`src/rtl/uart_rx_byte.sv`:
```
// 8N1 UART receiver with a valid/ready output holding register, framing and overrun detection.
// Optional even-parity checking is enabled by defining UART_RX_PARITY_EN.
module uart_rx_byte #(
  parameter int SIZE_COUNTER  = 7,
  parameter int LIMIT_COUNTER = 103
) (
  input  logic       clk_hw,
  input  logic       rst_n,
  input  logic       rx_pin,
  input  logic       data_ready,
  output logic [7:0] data_out,
  output logic       data_valid,
  output logic       busy,
  output logic       frame_err,
  output logic       overrun,
  output logic       parity_err
);

  // Output handshake: data_out is offered while data_valid=1 and is taken on any
  // cycle where data_valid and data_ready are both 1; data_out never changes while
  // data_valid=1 unless the same cycle is a transfer and a new byte completes.

  typedef enum logic [2:0] {
    S_IDLE      = 3'd0,
    S_START     = 3'd1,
    S_DATA      = 3'd2,
    S_PARITY    = 3'd3,
    S_STOP      = 3'd4,
    S_WAIT_HIGH = 3'd5
  } state_t;

  localparam logic [SIZE_COUNTER-1:0] CNT_FULL = SIZE_COUNTER'(LIMIT_COUNTER);
  localparam logic [SIZE_COUNTER-1:0] CNT_HALF = SIZE_COUNTER'(LIMIT_COUNTER >> 1);

  state_t                  state_q, state_d;
  logic [SIZE_COUNTER-1:0] cnt_q, cnt_d;
  logic [2:0]              idx_q, idx_d;
  logic [7:0]              shift_q, shift_d;
  logic [7:0]              data_out_q, data_out_d;
  logic                    data_valid_q, data_valid_d;
  logic                    frame_err_q, frame_err_d;
  logic                    overrun_q, overrun_d;
  logic                    parity_err_q, parity_err_d;
  logic                    par_bad_q, par_bad_d;
  logic                    rx_meta_q, rx_meta_d;
  logic                    rx_s_q, rx_s_d;
  logic                    deliver;
  logic                    at_half;
  logic                    at_full;

  assign at_half = (cnt_q == CNT_HALF);
  assign at_full = (cnt_q == CNT_FULL);

  always_comb begin
    rx_meta_d    = rx_pin;
    rx_s_d       = rx_meta_q;
    state_d      = state_q;
    cnt_d        = cnt_q;
    idx_d        = idx_q;
    shift_d      = shift_q;
    par_bad_d    = par_bad_q;
    frame_err_d  = 1'b0;
    parity_err_d = 1'b0;
    deliver      = 1'b0;

    case (state_q)
      S_IDLE: begin
        cnt_d = '0;
        if (!rx_s_q) begin
          state_d = S_START;
        end
      end

      S_START: begin
        if (at_half) begin
          cnt_d = '0;
          idx_d = 3'd0;
          // A high line at mid-start is a glitch, not a frame
          state_d = rx_s_q ? S_IDLE : S_DATA;
        end else begin
          cnt_d = cnt_q + 1'b1;
        end
      end

      S_DATA: begin
        if (at_full) begin
          cnt_d          = '0;
          shift_d[idx_q] = rx_s_q;
          idx_d          = idx_q + 3'd1;
          par_bad_d      = 1'b0;
          if (idx_q == 3'd7) begin
`ifdef UART_RX_PARITY_EN
            state_d = S_PARITY;
`else
            state_d = S_STOP;
`endif
          end
        end else begin
          cnt_d = cnt_q + 1'b1;
        end
      end

`ifdef UART_RX_PARITY_EN
      S_PARITY: begin
        if (at_full) begin
          cnt_d        = '0;
          parity_err_d = (^shift_q) ^ rx_s_q;
          par_bad_d    = (^shift_q) ^ rx_s_q;
          state_d      = S_STOP;
        end else begin
          cnt_d = cnt_q + 1'b1;
        end
      end
`endif

      S_STOP: begin
        if (at_full) begin
          cnt_d = '0;
          if (rx_s_q) begin
            // Leave half a bit early so a back-to-back start edge is not missed
            state_d = S_IDLE;
            deliver = !par_bad_q;
          end else begin
            frame_err_d = 1'b1;
            state_d     = S_WAIT_HIGH;
          end
        end else begin
          cnt_d = cnt_q + 1'b1;
        end
      end

      S_WAIT_HIGH: begin
        cnt_d = '0;
        if (rx_s_q) begin
          state_d = S_IDLE;
        end
      end

      default: begin
        state_d = S_IDLE;
        cnt_d   = '0;
      end
    endcase
  end

  // Holding register: a completed byte lands if the slot is empty or being drained
  always_comb begin
    data_out_d   = data_out_q;
    data_valid_d = data_valid_q;
    overrun_d    = 1'b0;
    if (deliver) begin
      if (!data_valid_q || data_ready) begin
        data_out_d   = shift_q;
        data_valid_d = 1'b1;
      end else begin
        overrun_d = 1'b1;
      end
    end else if (data_valid_q && data_ready) begin
      data_valid_d = 1'b0;
    end
  end

  always_ff @(posedge clk_hw) begin
    if (!rst_n) begin
      state_q      <= S_IDLE;
      cnt_q        <= '0;
      idx_q        <= 3'd0;
      shift_q      <= 8'h00;
      data_out_q   <= 8'h00;
      data_valid_q <= 1'b0;
      frame_err_q  <= 1'b0;
      overrun_q    <= 1'b0;
      parity_err_q <= 1'b0;
      par_bad_q    <= 1'b0;
      rx_meta_q    <= 1'b1;
      rx_s_q       <= 1'b1;
    end else begin
      state_q      <= state_d;
      cnt_q        <= cnt_d;
      idx_q        <= idx_d;
      shift_q      <= shift_d;
      data_out_q   <= data_out_d;
      data_valid_q <= data_valid_d;
      frame_err_q  <= frame_err_d;
      overrun_q    <= overrun_d;
      parity_err_q <= parity_err_d;
      par_bad_q    <= par_bad_d;
      rx_meta_q    <= rx_meta_d;
      rx_s_q       <= rx_s_d;
    end
  end

  assign data_out   = data_out_q;
  assign data_valid = data_valid_q;
  assign busy       = (state_q != S_IDLE);
  assign frame_err  = frame_err_q;
  assign overrun    = overrun_q;
  assign parity_err = parity_err_q;

endmodule

```
`config.mk`:
```
export PLATFORM = sky130hd
export DESIGN_NAME = uart_rx_byte
export DESIGN_NICKNAME = d
export VERILOG_FILES = /design/src/rtl/uart_rx_byte.sv
export SDC_FILE = /design/constraint.sdc
export NUM_CORES = 1
export LEC_CHECK = 0
export BUFFER_PORTS_ARGS = -buffer_cell sky130_fd_sc_hd__buf_2
export CAP_MARGIN = 20
export CORE_ASPECT_RATIO = 0.75
export CORE_MARGIN = 1
export CORE_UTILIZATION = 59
export CTS_BUF_LIST = sky130_fd_sc_hd__clkbuf_8
export CTS_CLUSTER_SIZE = 28
export DETAILED_ROUTE_END_ITERATION = 16
export GPL_TIMING_DRIVEN = 1
export PLACE_DENSITY_LB_ADDON = 0.15
export SLEW_MARGIN = 0
export SYNTH_ARGS = -nofsm -noshare
export SYNTH_HDL_FRONTEND = slang
export SYNTH_SLANG_ARGS = --single-unit
export TNS_END_PERCENT = 10
```
`constraint.sdc`:
```
create_clock -name clk_hw -period 2.34 [get_ports clk_hw]
set_input_delay 0.702 -clock clk_hw [delete_from_list [all_inputs] [get_ports clk_hw]]
set_output_delay 0.702 -clock clk_hw [all_outputs]
set_load 0.02 [all_outputs]
```
# After elaboration in Yosys (flattened, before gate mapping)
# Cells that the tools add are included.
[classes]
add_sub_neg = 2
order_cmp = 2
eq_ne = 14
mux = 26
n_reduce_logical = 16
[op_table]
columns = ["operator", "n"]
rows = [
  ["$mux 3", 9],
  ["$pmux 3 s5", 1],
  ["$mux 7", 2],
  ["$pmux 7 s2", 1],
  ["$ne 2x2->1 const B", 6],
  ["$eq 3x3->1 const B", 3],
  ["$mux 1", 9],
  ["$bwmux 8", 1],
  ["$reduce_and 2->1", 4],
  ["$add 7x1->7 const B", 1],
  ["$eq 7x6->1 const B", 1],
  ["$eq 7x7->1 const B", 1],
  ["$pmux 3 s2", 1],
  ["$reduce_and 3->1", 2],
  ["$reduce_and 6->1", 1],
  ["$lt 3x4->1 const B", 1],
  ["$reduce_bool 2->1", 2],
  ["$add 3x1->3 const B", 1],
  ["$demux 1 s3", 1],
  ["$eq 3x1->1 const B", 1],
  ["$eq 3x2->1 const B", 1],
  ["$ge 3x1->1 const B", 1],
  ["$logic_not 3->1", 1],
  ["$reduce_bool 3->1", 1],
  ["other kinds (6)", 7],
]
[word_totals]
register_bits = 34
out_inout_bits = 13
elab_cells = 70

# Depth between registers and ports, before layout
# Gate-level depths: netlist of the first run.
[logic_depth]
ltp_word = 5
mapped_depth = 7
depth_no_buf = 6

# Worst setup path after synthesis of the first run
# Ideal clock, no wire load.
[synth_path]
path_type = "register -> register"
from = "register cnt_q[0]"
to = "register state_q[0]"
setup_time_ns = 0.118
arrival_time_ns = 1.785
t_required_ns = 2.222
slack_ns = 0.437
stages_incl_launch_ff = 7
n_path_buf = 0
path_cell_list = "dfxtp_1 > ha_1 > nand3b_4 > o311ai_0 > o221ai_2 > or3b_4 > mux2i_1"
[synth_via]
elab_chain_cells = 3
[synth_lines]
columns = ["item", "line", "rtl"]
rows = [
  ["start: declaration", "36", "logic [SIZE_COUNTER-1:0] cnt_q, cnt_d;"],
  ["start signal: assignment", "179", "cnt_q <= cnt_d;"],
  ["$eq 7x7->1 or $eq 7x6->1 (tied branches)", "52, 51", ""],
  ["$ne 2x2->1 (no line)", "n/a", ""],
  ["$reduce_and 6->1 (no line) (*)", "n/a", ""],
  ["end signal: assignment", "178", "state_q <= state_d;"],
  ["end: declaration", "35", "state_t state_q, state_d;"],
]
# Every way passes the cells marked *; elsewhere a longest branch is shown, timed or not.
# A chain may end at the register's enable or synchronous reset.

# Final worst setup path of the first run
# Same ends and word-level chain as after synthesis.

==> results of run 1 <==
-- flip-flops by register name, summed over array words and instances, names as in the netlist --
name / cells
cnt_q: 7
data_out: 8
data_valid: 1
frame_err: 1
idx_q: 3
overrun: 1
rx_meta_q: 1
rx_s_q: 1
shift_q: 8
state_q: 3
-- power groups by stage --
| stage | registers, W | clock network, W | logic, W |
|---|---|---|---|
| 2_1_floorplan | 0.000621 | 0 | 0.000123 |
| 3_5_place_dp | 0.000627 | 0 | 0.000155 |
| 3_3_place_gp | 0.000627 | 0 | 0.000149 |
| 4_1_cts | 0.000614 | 0.000395 | 0.000156 |
| 6_report | 0.000615 | 0.000386 | 0.000156 |
| 5_1_grt | 0.000616 | 0.000423 | 0.000175 |
-- layer usage --
layer	wire length, um	global-route usage
met5	0	0
met2	1220	0.351
met3	118	0.0881
met4	76	0.140
met1	1400	0.328
-- synth_stat cells, drive strengths merged, types with 2 or more instances --
library cell	number	area, sq um
dfxtp	34	681
nand2	25	93.8
nand3	16	80.1
nor2	15	56.3
mux2i	13	130
o21ai	9	45.0
clkbuf	7	26.3
nand2b	4	25.0
nand3b	4	42.5
nor2b	4	25.0
nor3	4	25.0
ha	3	37.5
nor3b	3	22.5
xor2	3	26.3
and3	2	13.8
buf	2	11.3
or3b	2	20.0
xnor2	2	17.5
-- logic make-up (layout without fill, tap and decap cells) --
family | after synthesis | count (layout)
AO/OA/AOI/OAI | 17 | 17
adder cells (fa/ha/maj) | 3 | 3
buffers and inverters | 9 | 24
flip-flops | 34 | 34
multiplexers | 13 | 13
XOR/XNOR | 5 | 5
other | 1 | 1
AND/OR/NAND/NOR | 84 | 84
-- worst max-delay path: stages (launching register included) --
cell      delay, ns
dfxtp_1        0.37
ha_1           0.29
nand3b_4       0.12
o311ai_0       0.38
o221ai_2       0.21
or3b_4         0.44
mux2i_1        0.13
-- per-stage QoR --
step                      instances  power, W
final                           215   0.00116
after global placement          208  0.000776
after floorplan                 166  0.000744
after detailed placement        208  0.000782
after CTS                       215   0.00116
after global routing            215   0.00121
-- area by class of cell --
type	instances	area (sq um)	area share
Tap cell	34	42.5	0.0256
Clock buffer	5	68.8	0.0415
Sequential cell	34	681	0.410
Multi-Input combinational cell	123	769	0.464
Timing Repair Buffer	17	90.1	0.0543
Clock inverter	2	7.51	0.00452
-- worst paths after layout --
check	depth (start not counted)	start	to	slack [ns]
worst min-delay path	1	rx_meta_q$_SDFF_PN1_	rx_s_q$_SDFF_PN1_	0.42
worst max register to register	6	cnt_q[0]$_SDFF_PN0_	state_q[0]$_SDFFE_PN0P_	0.31
worst max-delay path	6	cnt_q[0]$_SDFF_PN0_	state_q[0]$_SDFFE_PN0P_	0.31
worst min register to register	1	rx_meta_q$_SDFF_PN1_	rx_s_q$_SDFF_PN1_	0.42
==> PnR_summary.wiki, run 1 <==
{| class="wikitable"
! Metric !! Value
|-
| Post-route standard cell area excluding fillers || between 1500 and 2000 sq um
|-
| Post-Synth Adder-Cell Area || 0.0252
|-
| Util after Layout || 0.707
|-
| Core Region || 2350 sq um
|-
| Antenna violations before repair || 0
|-
| Buffer levels on the longest clock path || 2
|-
| Post-synthesis register bit count || 34
|-
| Simple-Gate Fraction of Synth Area || 0.296
|-
| Remaining global-route overflow || 0
|-
| # Post-CTS Setup Buffers || 0
|-
| Die X-Extent || 60.0 um
|-
| Final net count || 188
|-
| Yosys warns || 0
|-
| Count of TritonRoute iterations in the first routing pass || 4
|-
| Setup_tns || 0 ns
|-
| Min cycle time layout || 2.03 ns
|-
| Synthesized net count || 173
|-
| Sequential element share of the synthesized area || 0.458
|-
| Synthesized-area fraction occupied by ao, oa, aoi and oai cells || 0.0765
|-
| # setup viols final || 0
|-
| Via count || ~1200
|-
| Hold_ws || 0.416 ns
|-
| Worst hold path type || flop to flop
|-
| Clk sinks || 34
|-
| Multiplexer share of the synthesized area || 0.0875
|-
| Max Transition Viols Final || 0
|-
| Latest clock arrival within the worst-skew pair || 0.28 ns
|-
| Weighted congestion reported at the end of routability-driven placement || ~0.94
|-
| Arrival time at the worst endpoint || roughly 2.2 ns
|-
| Type of element capturing the critical path || flop
|-
| Number of gates given a new drive strength after cts || 0
|-
| Highest achievable clock rate || 0.492 GHz
|-
| Post-Syn Area per Cell || approximately 9 sq um
|-
| Max Clock Skew || 0.00756 ns
|-
| Number of unique standard cell types used by synthesis || 38
|-
| Remaining number of nets flagged by the antenna check after routing || 0
|-
| Number of enable-type register cells in the synthesized netlist || 0
|-
| Crit path kind || flop to flop
|-
| Global routing usage summed across all routing layers || 0.248
|-
| Detailed placement HPWL || 2.04 mm
|-
| Leading cell type in the layout, fill and taps excluded || dfxtp_1
|-
| Maximum ir drop on the vdd rail || 0.437 mV
|-
| Power dissipated by switching net loads || 0.000301 W
|-
| Comb pwr share || 0.135
|-
| Commonest non-fill, non-tap cells in the layout || 34 x dfxtp_1, 25 x nand2_1, 16 x nand3_1
|-
| Number of diodes added for antenna fixing || 0
|-
| Die area || 2730 sq um
|-
| Unrepaired setup endpoints after global routing || no
|-
| Portion of total power attributed to the clock network || 0.334
|-
| Die boundary height || 45.5 um
|-
| Proportion of synthesized flip-flops having asynchronous set or reset || 0
|-
| Share of power burned in registers || 0.532
|-
| Site Rows || 15
|-
| Max-cap violations || 0
|-
| Worst max-slew margin expressed relative to the limit || 0.567
|-
| Initial Util || 0.634
|-
| Worst-margin pin slew || between 0.6 and 0.7 ns
|-
| Critical path fanouts, max || 4
|-
| Share of the synthesized netlist area taken by xor and xnor gates || 0.0294
|-
| Gate count of the mapped netlist || 166
|-
| Htree depth || 2
|-
| Internal power consumption || 0.000856 W
|-
| Clock tree from TritonCTS || yes
|-
| Average detailed-routed wire length per instance || ~13 um
|-
| Leakage || a little over 0.7 nW
|-
| Pin count of the biggest net entering global routing || 20
|-
| Area delta synth->final || 11.5%
|-
| Startpoint Class || flop
|-
| Ports placed on the boundary || 17
|-
| Initial DRC Count || 62
|-
| Main flop type after synthesis || dfxtp_1
|-
| Post-layout worst setup margin || 0.307 ns
|-
| Hold-fix buffers, CTS || 0
|-
| Port buffer count || 15
|-
| Final Hold Viols || 0
|-
| Routed vias/inst || 5.53
|-
| Root buf cell || clkbuf_8
|-
| Area of the mapped netlist || 1490 sq um
|-
| Vias in the first global route || approximately 1100
|-
| Switching fraction of total power || 0.260
|-
| Proportion of layout cells with a drive suffix above 1 || 0.155
|-
| Wire length of the first global-routing pass || 4.75 mm
|-
| TritonCTS buffer count || 5
|-
| Dominant combinational cell family by area after synthesis || simple AND/OR/NAND/NOR gates
|-
| Final WL || around 2.8 mm
|-
| Fill count || 179
|-
| Required time of the worst setup path || 2.52 ns
|-
| Number of DRC violations after detailed routing || 0
|-
| Status || completed
|-
| Dpl cell area || ~1600 sq um
|-
| Pwr Density || 697 nW/um^2
|-
| CTS clk-pin slew, worst paths || ~0.070 ns
|-
| Minimum setup slack after placement || 0.306 ns
|-
| Final critical-path share of the clock period || 0.869
|}
No activity file was read; power rests on OpenSTA's default activity.
==> run 2, diff against run 1 <==
Settings changed: CORE_ASPECT_RATIO 0.75 to unset, SETUP_SLACK_MARGIN set to 0.15.
Clock period 2.34 ns to 2.3 ns, I/O delays scaled along.
==> run 2 against run 1 <==
Compared with the run above:
- final area grew 0.98%
- non-clock buffer count unchanged
- sequential share of layout area shrank 0.40 points
- die area is essentially flat
- clock power rose by 17%
- cell count shrank 2.3%
- global-route usage decreased by 1.5 points
- clock-buffer cell count increased by 1
- critical endpoint is now state_q[1]$_SDFFE_PN0P_
==> PnR_summary.wiki, run 2 (same netlist as run 1, synthesis figures left out) <==
{| class="wikitable"
! Metric !! Value
|-
| Fill count || 187
|-
| Final Hold Viols || 0
|-
| Pwr Density || roughly 730 nW/um^2
|-
| Initial DRC Count || 19
|-
| Core Region || approximately 2300 sq um
|-
| Detailed-route wire length on metal 1 || around 1.3 mm
|-
| Max Transition Viols Final || 0
|-
| CTS clk-pin slew, worst paths || ~0.060 ns
|-
| Reg2Reg Depth || 6
|-
| Met3 routed WL || roughly 130 um
|-
| Vias in the first global route || ~1100
|-
| Area delta synth->final || 12.6%
|-
| Commonest non-fill, non-tap cells in the layout || 34 x dfxtp_1, 25 x nand2_1, 16 x nand3_1
|-
| Proportion of layout cells with a drive suffix above 1 || 0.176
|-
| # Post-CTS Setup Buffers || 0
|-
| Global routing usage summed across all routing layers || 0.233
|-
| Count of TritonRoute iterations in the first routing pass || 4
|-
| Max Clock Skew || 0.00580 ns
|-
| Site Rows || 17
|-
| Final critical-path share of the clock period || 0.899
|-
| Pin count of the biggest net entering global routing || 23
|-
| Area of all sequential standard cells || 681 sq um
|-
| Type of element capturing the critical path || flop
|-
| Remaining global-route overflow || 0
|-
| Capturing element of the worst setup path || state_q[1]$_SDFFE_PN0P_
|-
| Routed vias/inst || between 5 and 6
|-
| Critical path startpoint || cnt_q[0]$_SDFF_PN0_
|-
| Hold-fix buffers, CTS || 0
|-
| Worst R2R Start || cnt_q[0]$_SDFF_PN0_
|-
| Worst-margin pin slew || 0.597 ns
|-
| Ports placed on the boundary || 17
|-
| Max-cap violations || 0
|-
| Min cycle time layout || 2.07 ns
|-
| Arrival time at the worst endpoint || 2.24 ns
|-
| Die boundary height || 52.2 um
|-
| Htree depth || 2
|-
| Post-layout worst setup margin || 0.233 ns
|-
| Port buffer count || 15
|-
| Remaining number of nets flagged by the antenna check after routing || 0
|-
| Capturing point of the worst reg2reg path || state_q[1]$_SDFFE_PN0P_
|-
| TritonCTS buffer count || 5
|-
| Via count || 1175
|-
| Leading cell type in the layout, fill and taps excluded || dfxtp_1
|-
| Util after Layout || 0.729
|-
| Setup_tns || 0 ns
|-
| Minimum setup slack after placement || 0.250 ns
|-
| Area of the multi-input gates || 774 sq um
|-
| Top sig layer || met4
|-
| Buffer levels on the longest clock path || 2
|-
| Maximum ir drop on the vdd rail || 0.576 mV
|-
| Average detailed-routed wire length per instance || 12.7 um
|-
| Number of DRC violations after detailed routing || 0
|-
| Startpoint Class || flop
|-
| Unrepaired setup endpoints after global routing || no
|-
| Number of diodes added for antenna fixing || 0
|-
| Worst hold path type || flop to flop
|-
| # setup viols final || 0
|-
| Weighted congestion reported at the end of routability-driven placement || ~0.80
|-
| Met2 WL || 1.20 mm
|-
| Detailed placement HPWL || 1.92 mm
|-
| Antenna violations before repair || 0
|-
| Clk sinks || 34
|-
| Critical path fanouts, max || 4
|-
| Latest clock arrival within the worst-skew pair || ~0.28 ns
|-
| Die X-Extent || 52.2 um
|-
| Root buf cell || clkbuf_8
|-
| Leakage || slightly above 0.7 nW
|-
| Clock tree from TritonCTS || yes
|-
| Crit path kind || flop to flop
|-
| Die area || 2730 sq um
|-
| Internal reg-to-reg setup slack || 0.23 ns
|-
| Required time of the worst setup path || about 2.5 ns
|-
| Highest achievable clock rate || 0.484 GHz
|-
| Final WL || between 2 and 3 mm
|-
| Worst max-slew margin expressed relative to the limit || 0.592
|-
| Initial Util || 0.648
|-
| Status || completed
|-
| Wire length of the first global-routing pass || around 4.5 mm
|-
| Final net count || 188
|}
-- run 2: layout make-up --
class / count / share of cell area
flip-flops and latches: 34 / 0.406
well taps: 28 / 0.0209
repair buffers: 17 / 0.0538
multi-input cells: 123 / 0.462
clock inverters: 2 / 0.00747
clock buffers: 6 / 0.0493
-- run 2: how the worst min path moves through the flow --
stage | from | endpoint | slack [ns] | cells past startpoint
floorplan | rx_meta_q$_SDFF_PN1_ | rx_s_q$_SDFF_PN1_ | 0.39 | 1
global placement | rx_meta_q$_SDFF_PN1_ | rx_s_q$_SDFF_PN1_ | 0.40 | 1
finish | rx_meta_q$_SDFF_PN1_ | rx_s_q$_SDFF_PN1_ | 0.42 | 1
detailed placement | rx_meta_q$_SDFF_PN1_ | rx_s_q$_SDFF_PN1_ | 0.40 | 1
global route | rx_meta_q$_SDFF_PN1_ | rx_s_q$_SDFF_PN1_ | 0.45 | 1
CTS | rx_meta_q$_SDFF_PN1_ | rx_s_q$_SDFF_PN1_ | 0.43 | 1
-- run 2: stage by stage --
stage | total power [W] | hold slack, ns | instances | cell area [sq um]
final | 0.00123 | 0.419 | 210 | 1680
after global routing | 0.00129 | 0.448 | 210 | 1680
after CTS | 0.00124 | 0.428 | 210 | 1670
after detailed placement | 0.000790 | 0.401 | 202 | 1580
after global placement | 0.000787 | 0.399 | 202 | 1580
after floorplan | 0.000757 | 0.386 | 166 | 1490
-- run 2: report_power, final --
group	leakage [nW]	switching, W	internal (W)	total [W]
clock	0.0472	0.000210	0.000240	0.000450
combinational	0.387	0.0000874	0.0000674	0.000155
sequential	0.274	0.0000220	0.000604	0.000626
-- run 2: routing by layer --
metal | GRT usage | vias up
li1 | - | 600
met1 | 0.274 | 532
met2 | 0.363 | 34
met3 | 0.0928 | 9
met4 | 0.123 | 0
met5 | 0 | -
-- run 2: timing repair --
| action | in CTS | in global routing |
|---|---|---|
| hold endpoints to repair | 0 | 0 |
| gates resized for setup | 0 | 1 |
| setup endpoints to repair | 0 | 4 |
-- run 2: worst max-delay path: stages (launching register included) --
cell	delay (ns)
dfxtp_1	0.37
ha_1	0.29
nand3b_4	0.11
o311ai_0	0.40
o221ai_2	0.21
or3b_4	0.44
mux2i_1	0.13
